[config.mk]
export PLATFORM = sky130hd
export DESIGN_NAME = core_fetcher
export DESIGN_NICKNAME = d
export VERILOG_FILES = /design/src/rtl/core_fetcher.sv
export SDC_FILE = /design/constraint.sdc
export NUM_CORES = 1
export LEC_CHECK = 0
export CAP_MARGIN = 20
export CORE_MARGIN = 5
export CORE_UTILIZATION = 30
export DETAILED_ROUTE_END_ITERATION = 7
export PLACE_DENSITY = 0.6
export REMOVE_ABC_BUFFERS = 1
export SLEW_MARGIN = 20
export SYNTH_ARGS = -nofsm -noshare
export SYNTH_HDL_FRONTEND = slang
export SYNTH_SLANG_ARGS = --single-unit
[constraint.sdc]
create_clock -name clk -period 2.5 [get_ports clk]
set_clock_uncertainty 0.2 [all_clocks]
set_input_delay 0.5 -clock clk [delete_from_list [all_inputs] [get_ports clk]]
set_output_delay 0.5 -clock clk [all_outputs]
set_load 0.05 [all_outputs]
[src/rtl/core_fetcher.sv]
// core_fetcher: instruction-fetch responder for the core controller, with a
// one-entry last-PC instruction buffer, request timeout/retry and sticky error.
module core_fetcher #(
    parameter int PROGRAM_MEM_ADDR_BITS = 8,
    parameter int PROGRAM_MEM_DATA_BITS = 16,
    parameter int TIMEOUT_CYCLES        = 64,
    parameter int MAX_RETRIES           = 3
) (
    input  logic                             clk,
    input  logic                             reset_n,
    input  logic [2:0]                       core_state,
    input  logic [PROGRAM_MEM_ADDR_BITS-1:0] current_pc,
    input  logic                             flush,
    output logic                             mem_read_valid,
    output logic [PROGRAM_MEM_ADDR_BITS-1:0] mem_read_address,
    input  logic                             mem_read_ready,
    input  logic [PROGRAM_MEM_DATA_BITS-1:0] mem_read_data,
    output logic [2:0]                       fetcher_state,
    output logic [PROGRAM_MEM_DATA_BITS-1:0] instruction,
    output logic                             fetch_error
);
    localparam logic [2:0] CORE_FETCH  = 3'b001;
    localparam logic [2:0] CORE_DECODE = 3'b010;
    localparam logic [7:0] TIMER_LAST  = 8'(TIMEOUT_CYCLES - 1);
    localparam logic [3:0] RETRY_LIMIT = 4'(MAX_RETRIES);

    typedef enum logic [2:0] {
        S_IDLE     = 3'b000,
        S_FETCHING = 3'b001,
        S_FETCHED  = 3'b010,
        S_RETRY    = 3'b011,
        S_ERROR    = 3'b111
    } fetch_state_e;

    fetch_state_e                     state_q, state_d;
    logic                             valid_q, valid_d;
    logic [PROGRAM_MEM_ADDR_BITS-1:0] addr_q, addr_d;
    logic [PROGRAM_MEM_DATA_BITS-1:0] instr_q, instr_d;
    logic                             err_q, err_d;
    logic [7:0]                       timer_q, timer_d;
    logic [3:0]                       retry_q, retry_d;
    logic                             buf_valid_q, buf_valid_d;
    logic [PROGRAM_MEM_ADDR_BITS-1:0] buf_tag_q, buf_tag_d;
    logic [PROGRAM_MEM_DATA_BITS-1:0] buf_data_q, buf_data_d;
    logic                             buf_hit;

    assign buf_hit = buf_valid_q && (buf_tag_q == current_pc);

    always_ff @(posedge clk or negedge reset_n) begin
        if (!reset_n) begin
            state_q     <= S_IDLE;
            valid_q     <= 1'b0;
            addr_q      <= '0;
            instr_q     <= '0;
            err_q       <= 1'b0;
            timer_q     <= '0;
            retry_q     <= '0;
            buf_valid_q <= 1'b0;
            buf_tag_q   <= '0;
            buf_data_q  <= '0;
        end else begin
            state_q     <= state_d;
            valid_q     <= valid_d;
            addr_q      <= addr_d;
            instr_q     <= instr_d;
            err_q       <= err_d;
            timer_q     <= timer_d;
            retry_q     <= retry_d;
            buf_valid_q <= buf_valid_d;
            buf_tag_q   <= buf_tag_d;
            buf_data_q  <= buf_data_d;
        end
    end

    // Handshake: mem_read_valid and mem_read_address stay fixed until a cycle
    // with mem_read_ready high (data valid that same cycle) or the timer
    // expires; mem_read_ready has no meaning while mem_read_valid is low.
    always_comb begin
        state_d     = state_q;
        valid_d     = valid_q;
        addr_d      = addr_q;
        instr_d     = instr_q;
        err_d       = err_q;
        timer_d     = timer_q;
        retry_d     = retry_q;
        buf_valid_d = buf_valid_q;
        buf_tag_d   = buf_tag_q;
        buf_data_d  = buf_data_q;

        case (state_q)
            S_IDLE: begin
                if (core_state == CORE_FETCH) begin
                    if (buf_hit) begin
                        instr_d = buf_data_q;
                        state_d = S_FETCHED;
                    end else begin
                        valid_d = 1'b1;
                        addr_d  = current_pc;
                        timer_d = '0;
                        retry_d = '0;
                        state_d = S_FETCHING;
                    end
                end
            end
            S_FETCHING: begin
                if (mem_read_ready) begin
                    instr_d     = mem_read_data;
                    valid_d     = 1'b0;
                    buf_valid_d = 1'b1;
                    buf_tag_d   = addr_q;
                    buf_data_d  = mem_read_data;
                    state_d     = S_FETCHED;
                end else if (timer_q == TIMER_LAST) begin
                    valid_d = 1'b0;
                    retry_d = retry_q + 4'd1;
                    state_d = S_RETRY;
                end else begin
                    timer_d = timer_q + 8'd1;
                end
            end
            S_RETRY: begin
                if (retry_q == RETRY_LIMIT) begin
                    err_d   = 1'b1;
                    state_d = S_ERROR;
                end else begin
                    valid_d = 1'b1;
                    timer_d = '0;
                    state_d = S_FETCHING;
                end
            end
            S_FETCHED: begin
                if (core_state == CORE_DECODE) state_d = S_IDLE;
            end
            S_ERROR: begin
                state_d = S_ERROR;
            end
            default: begin
                state_d = S_IDLE;
            end
        endcase

        // A flush landing on the fill edge still leaves the buffer empty.
        if (flush) buf_valid_d = 1'b0;
    end

    assign mem_read_valid   = valid_q;
    assign mem_read_address = addr_q;
    assign fetcher_state    = state_q;
    assign instruction      = instr_q;
    assign fetch_error      = err_q;
endmodule

==> results.py <==
metrics = {
    "run": {
        "drv_cap": 0,
    },
    "critical_path": {
        "cpMaxStageDelayCell": "clkdlybuf4s50_1",
        "rr_endpoint": "timer_q[5]",
        "cp.depth": 1,
        "endpoint": "fetcher_state[2]",
        "endpoint_kind": "output pin",
        "crit_type": "reg2out",
        "arrival_ns": 1.72,
        "rr_worst_depth": 6,
        "cp-start-kind": "flip-flop",
        "r2r_slack_ns": 0.26,
        "critPathBufInv": 1,
        "critPathMaxStageDelay_ns": 0.87,
        "crit_fanout": 9,
        "path_delay_family": "buffers and inverters",
        "path_cells": "clkdlybuf4s50_1",
        "required_ns": 1.80,
        "crit_start": "fetcher_state[2]",
        "r2r-start": "timer_q[0]",
    },
    "logic_synthesis": {
        "synthDistinctLibCells": 44,
        "synth_edf_count": 0,
        "yosys_warnings": 0,
        "synth.area.top_cells": "dfrtp_1 52%, mux2_2 13%, nand2_1 7.1%, mux2_4 4.7%, xnor2_1 2.2%",
        "syn_inst": 279,
        "ys_seq_elements": 66,
        "postSynth.asyncResetShare_pct": 100.0,
        "synth_top_area_share_pct": 52.07,
        "synth_top_area_cell": "dfrtp_1",
        "synth_area_um2": 3172,
        "synth_area_per_cell_um2": 11.37,
        "synthFlopType": "dfrtp_1",
        "yosysSeqAreaShare_pct": 52.07,
    },
    "grt": {
        "grt.busiest_layer": "met2",
        "grt_pass1_wl_mm": 11.81,
        "overflow": 0,
        "grt_usage_pct": 11.45,
        "antenna_found_initial": 0,
        "grt_util_met3_pct": 3.743,
        "grt_max_degree": 33,
        "grt.met2_usage_pct": 18.56,
        "grt_pass1_vias": 2394,
        "grtUsageMet1_pct": 14.52,
    },
    "detailed_routing": {
        "vias_per_cell": 4.738,
        "wirelength_mm": 6.936,
        "vias": 2317,
        "drt_iter0_drc": 51,
        "firstDrtPassIters": 6,
        "wl_per_cell_um": 14.18,
        "drtAntennaViolNets": 0,
        "drc": 0,
    },
    "sta": {
        "worst_slack_ns": 0.07939,
        "tightest_slew_ns": 0.7829,
        "max_freq_mhz": 413.1,
        "slew_headroom_pct": 47.80,
        "hold_viol_final": 0,
        "setup_viol": 0,
        "period_needed_ns": 2.421,
        "slew_viol_final": 0,
        "grt_setup_unrepaired": "false",
        "fin_crit_sh_pct": 96.82,
    },
    "clock_network": {
        "hold_buffers": 0,
        "htree_levels": 3,
        "cts_buffers": 9,
        "cts.clk_slew.worst_paths_ns": 0.07,
        "cts_tree": "done",
        "cts_resized": 0,
        "cts.sinks": 66,
        "clockRootBuffer": "clkbuf_8",
        "clk_latency_ns": 0.34,
        "cts_setup_buffers": 0,
        "clockBufferDepth": 2,
    },
    "pwr": {
        "seqPwrFrac_pct": 35.4,
        "power_frac_comb_pct": 45.4,
        "switching_share_pct": 39.28,
        "pwr-share-clk_pct": 19.2,
        "p_total_mw": 5.103,
        "p_leak_nw": 1.946,
        "intPower_mw": 3.099,
        "powerDensity_nw_per_um2": 1217,
        "irDropWorstVdd_mv": 0.6180,
        "p_sw_mw": 2.005,
    },
    "die": {
        "fp.dieW_um": 112.8,
        "die_h_um": 112.8,
        "core_area_um2": 10320,
        "start_util_pct": 30.72,
        "core.rowCount": 37,
        "die_area_um2": 12730,
        "io_pins": 60,
    },
    "placement": {
        "dp_slack_ns": -0.1800,
        "postPlaceCellArea_um2": 3976,
        "globalplace.congestion": 0.7342,
        "port_buffers": 59,
        "hpwl_mm": 4.758,
    },
    "hold_path": {
        "min_path_type": "in2async",
    },
    "final_layout": {
        "fin_area_um2": 4194,
        "finalNetCount": 381,
        "fin_util_pct": 40.63,
        "areaGrowthSynthToFinish_pct": 32.23,
        "layout-drive-gt1-share_pct": 22.10,
        "mostFrequentLayoutCell": "dfrtp_1",
        "layout.cells.most_common_list": "66 x dfrtp_1, 60 x nand2_1, 56 x clkdlybuf4s50_1",
        "diodes": 0,
    },
    "run_status": {
        "status": "complete, no violations",
    },
}
[cell usage after synthesis, types with 2 or more instances]
master    instances
nor2b_1           2
a221o_1           2
a211o_1           5
ha_1              2
mux2_2           38
nand2b_1          2
nor2_1           10
nor3b_1           3
nand4_1           5
clkbuf_1          2
and3_1            6
and3b_1           2
inv_1             5
nand3_1           3
o22a_1            3
nor3_1            6
nand2_1          60
mux2i_1           2
o211ai_1          2
xnor2_1           8
o21ai_0           6
buf_2             8
a21oi_1           2
dfrtp_1          66
mux2_4           10
[worst reg2reg max path: cells and delay by family (launching register included)]
family / cells / cell delay (ns)
flops: 1 / 0.44
compound gates: 2 / 0.63
fa+ha+maj: 1 / 0.25
simple gates: 3 / 0.61
[per-stage QoR]
step,hold slack [ns],cells,setup TNS (ns)
4_1_cts,0.05813,489,0
3_3_place_gp,0.2671,473,-2.351
3_5_place_dp,0.2692,473,-3.809
6_report,0.03704,489,0
2_1_floorplan,0.004409,267,-5.903
5_1_grt,0.1000,489,0
[worst min path at each step]
stage / start / endpoint
finish: reset_n / buf_data_q[7]
global route: reset_n / buf_data_q[7]
CTS: reset_n / instruction[13]
detailed placement: fetch_error / fetch_error
global placement: fetch_error / fetch_error
floorplan: reset_n / buf_data_q[0]
[power groups by stage]
| stage | combinational, mW | clock [mW] | sequential (mW) |
|---|---|---|---|
| after detailed placement | 2.35 | 0 | 1.83 |
| after global routing | 2.49 | 1.07 | 1.87 |
| after global placement | 2.31 | 0 | 1.82 |
| final | 2.32 | 0.979 | 1.81 |
| after CTS | 2.35 | 1.02 | 1.81 |
| after floorplan | 0.908 | 0 | 2.48 |
[kinds of logic after synthesis]
| kind of cell | share of synthesized area [%] |
|---|---|
| flops | 52.07 |
| mux | 18.86 |
| simple gates | 16.06 |
| compound gates | 7.417 |
| buf+inv | 2.604 |
| xor+xnor | 2.209 |
| fa+ha+maj | 0.7888 |
[registers in the layout, summed over array words and instances (netlist names)]
register	flops
buf_data_q	16
mem_read_valid	1
retry_q	4
buf_tag_q	8
timer_q	8
instruction	16
buf_valid_q	1
mem_read_address	8
fetcher_state	3
fetch_error	1
[routing by layer]
metal	up-vias	share of wire (%)
met3	9	5.4
met2	53	47
met4	0	1.1
li1	1124	-
met5	-	0
met1	1131	47
[final cells by class]
type                    instances  area (µm²)
well taps                     136       170.2
clock inverters                 2       60.06
clock buffers                  14       152.6
multi-input cells             196        1443
fillers                       983        6130
repair buffers                 70       698.2
flip-flops and latches         66        1652
inverters                       5       18.77
Power figures use the tool's default switching activity.
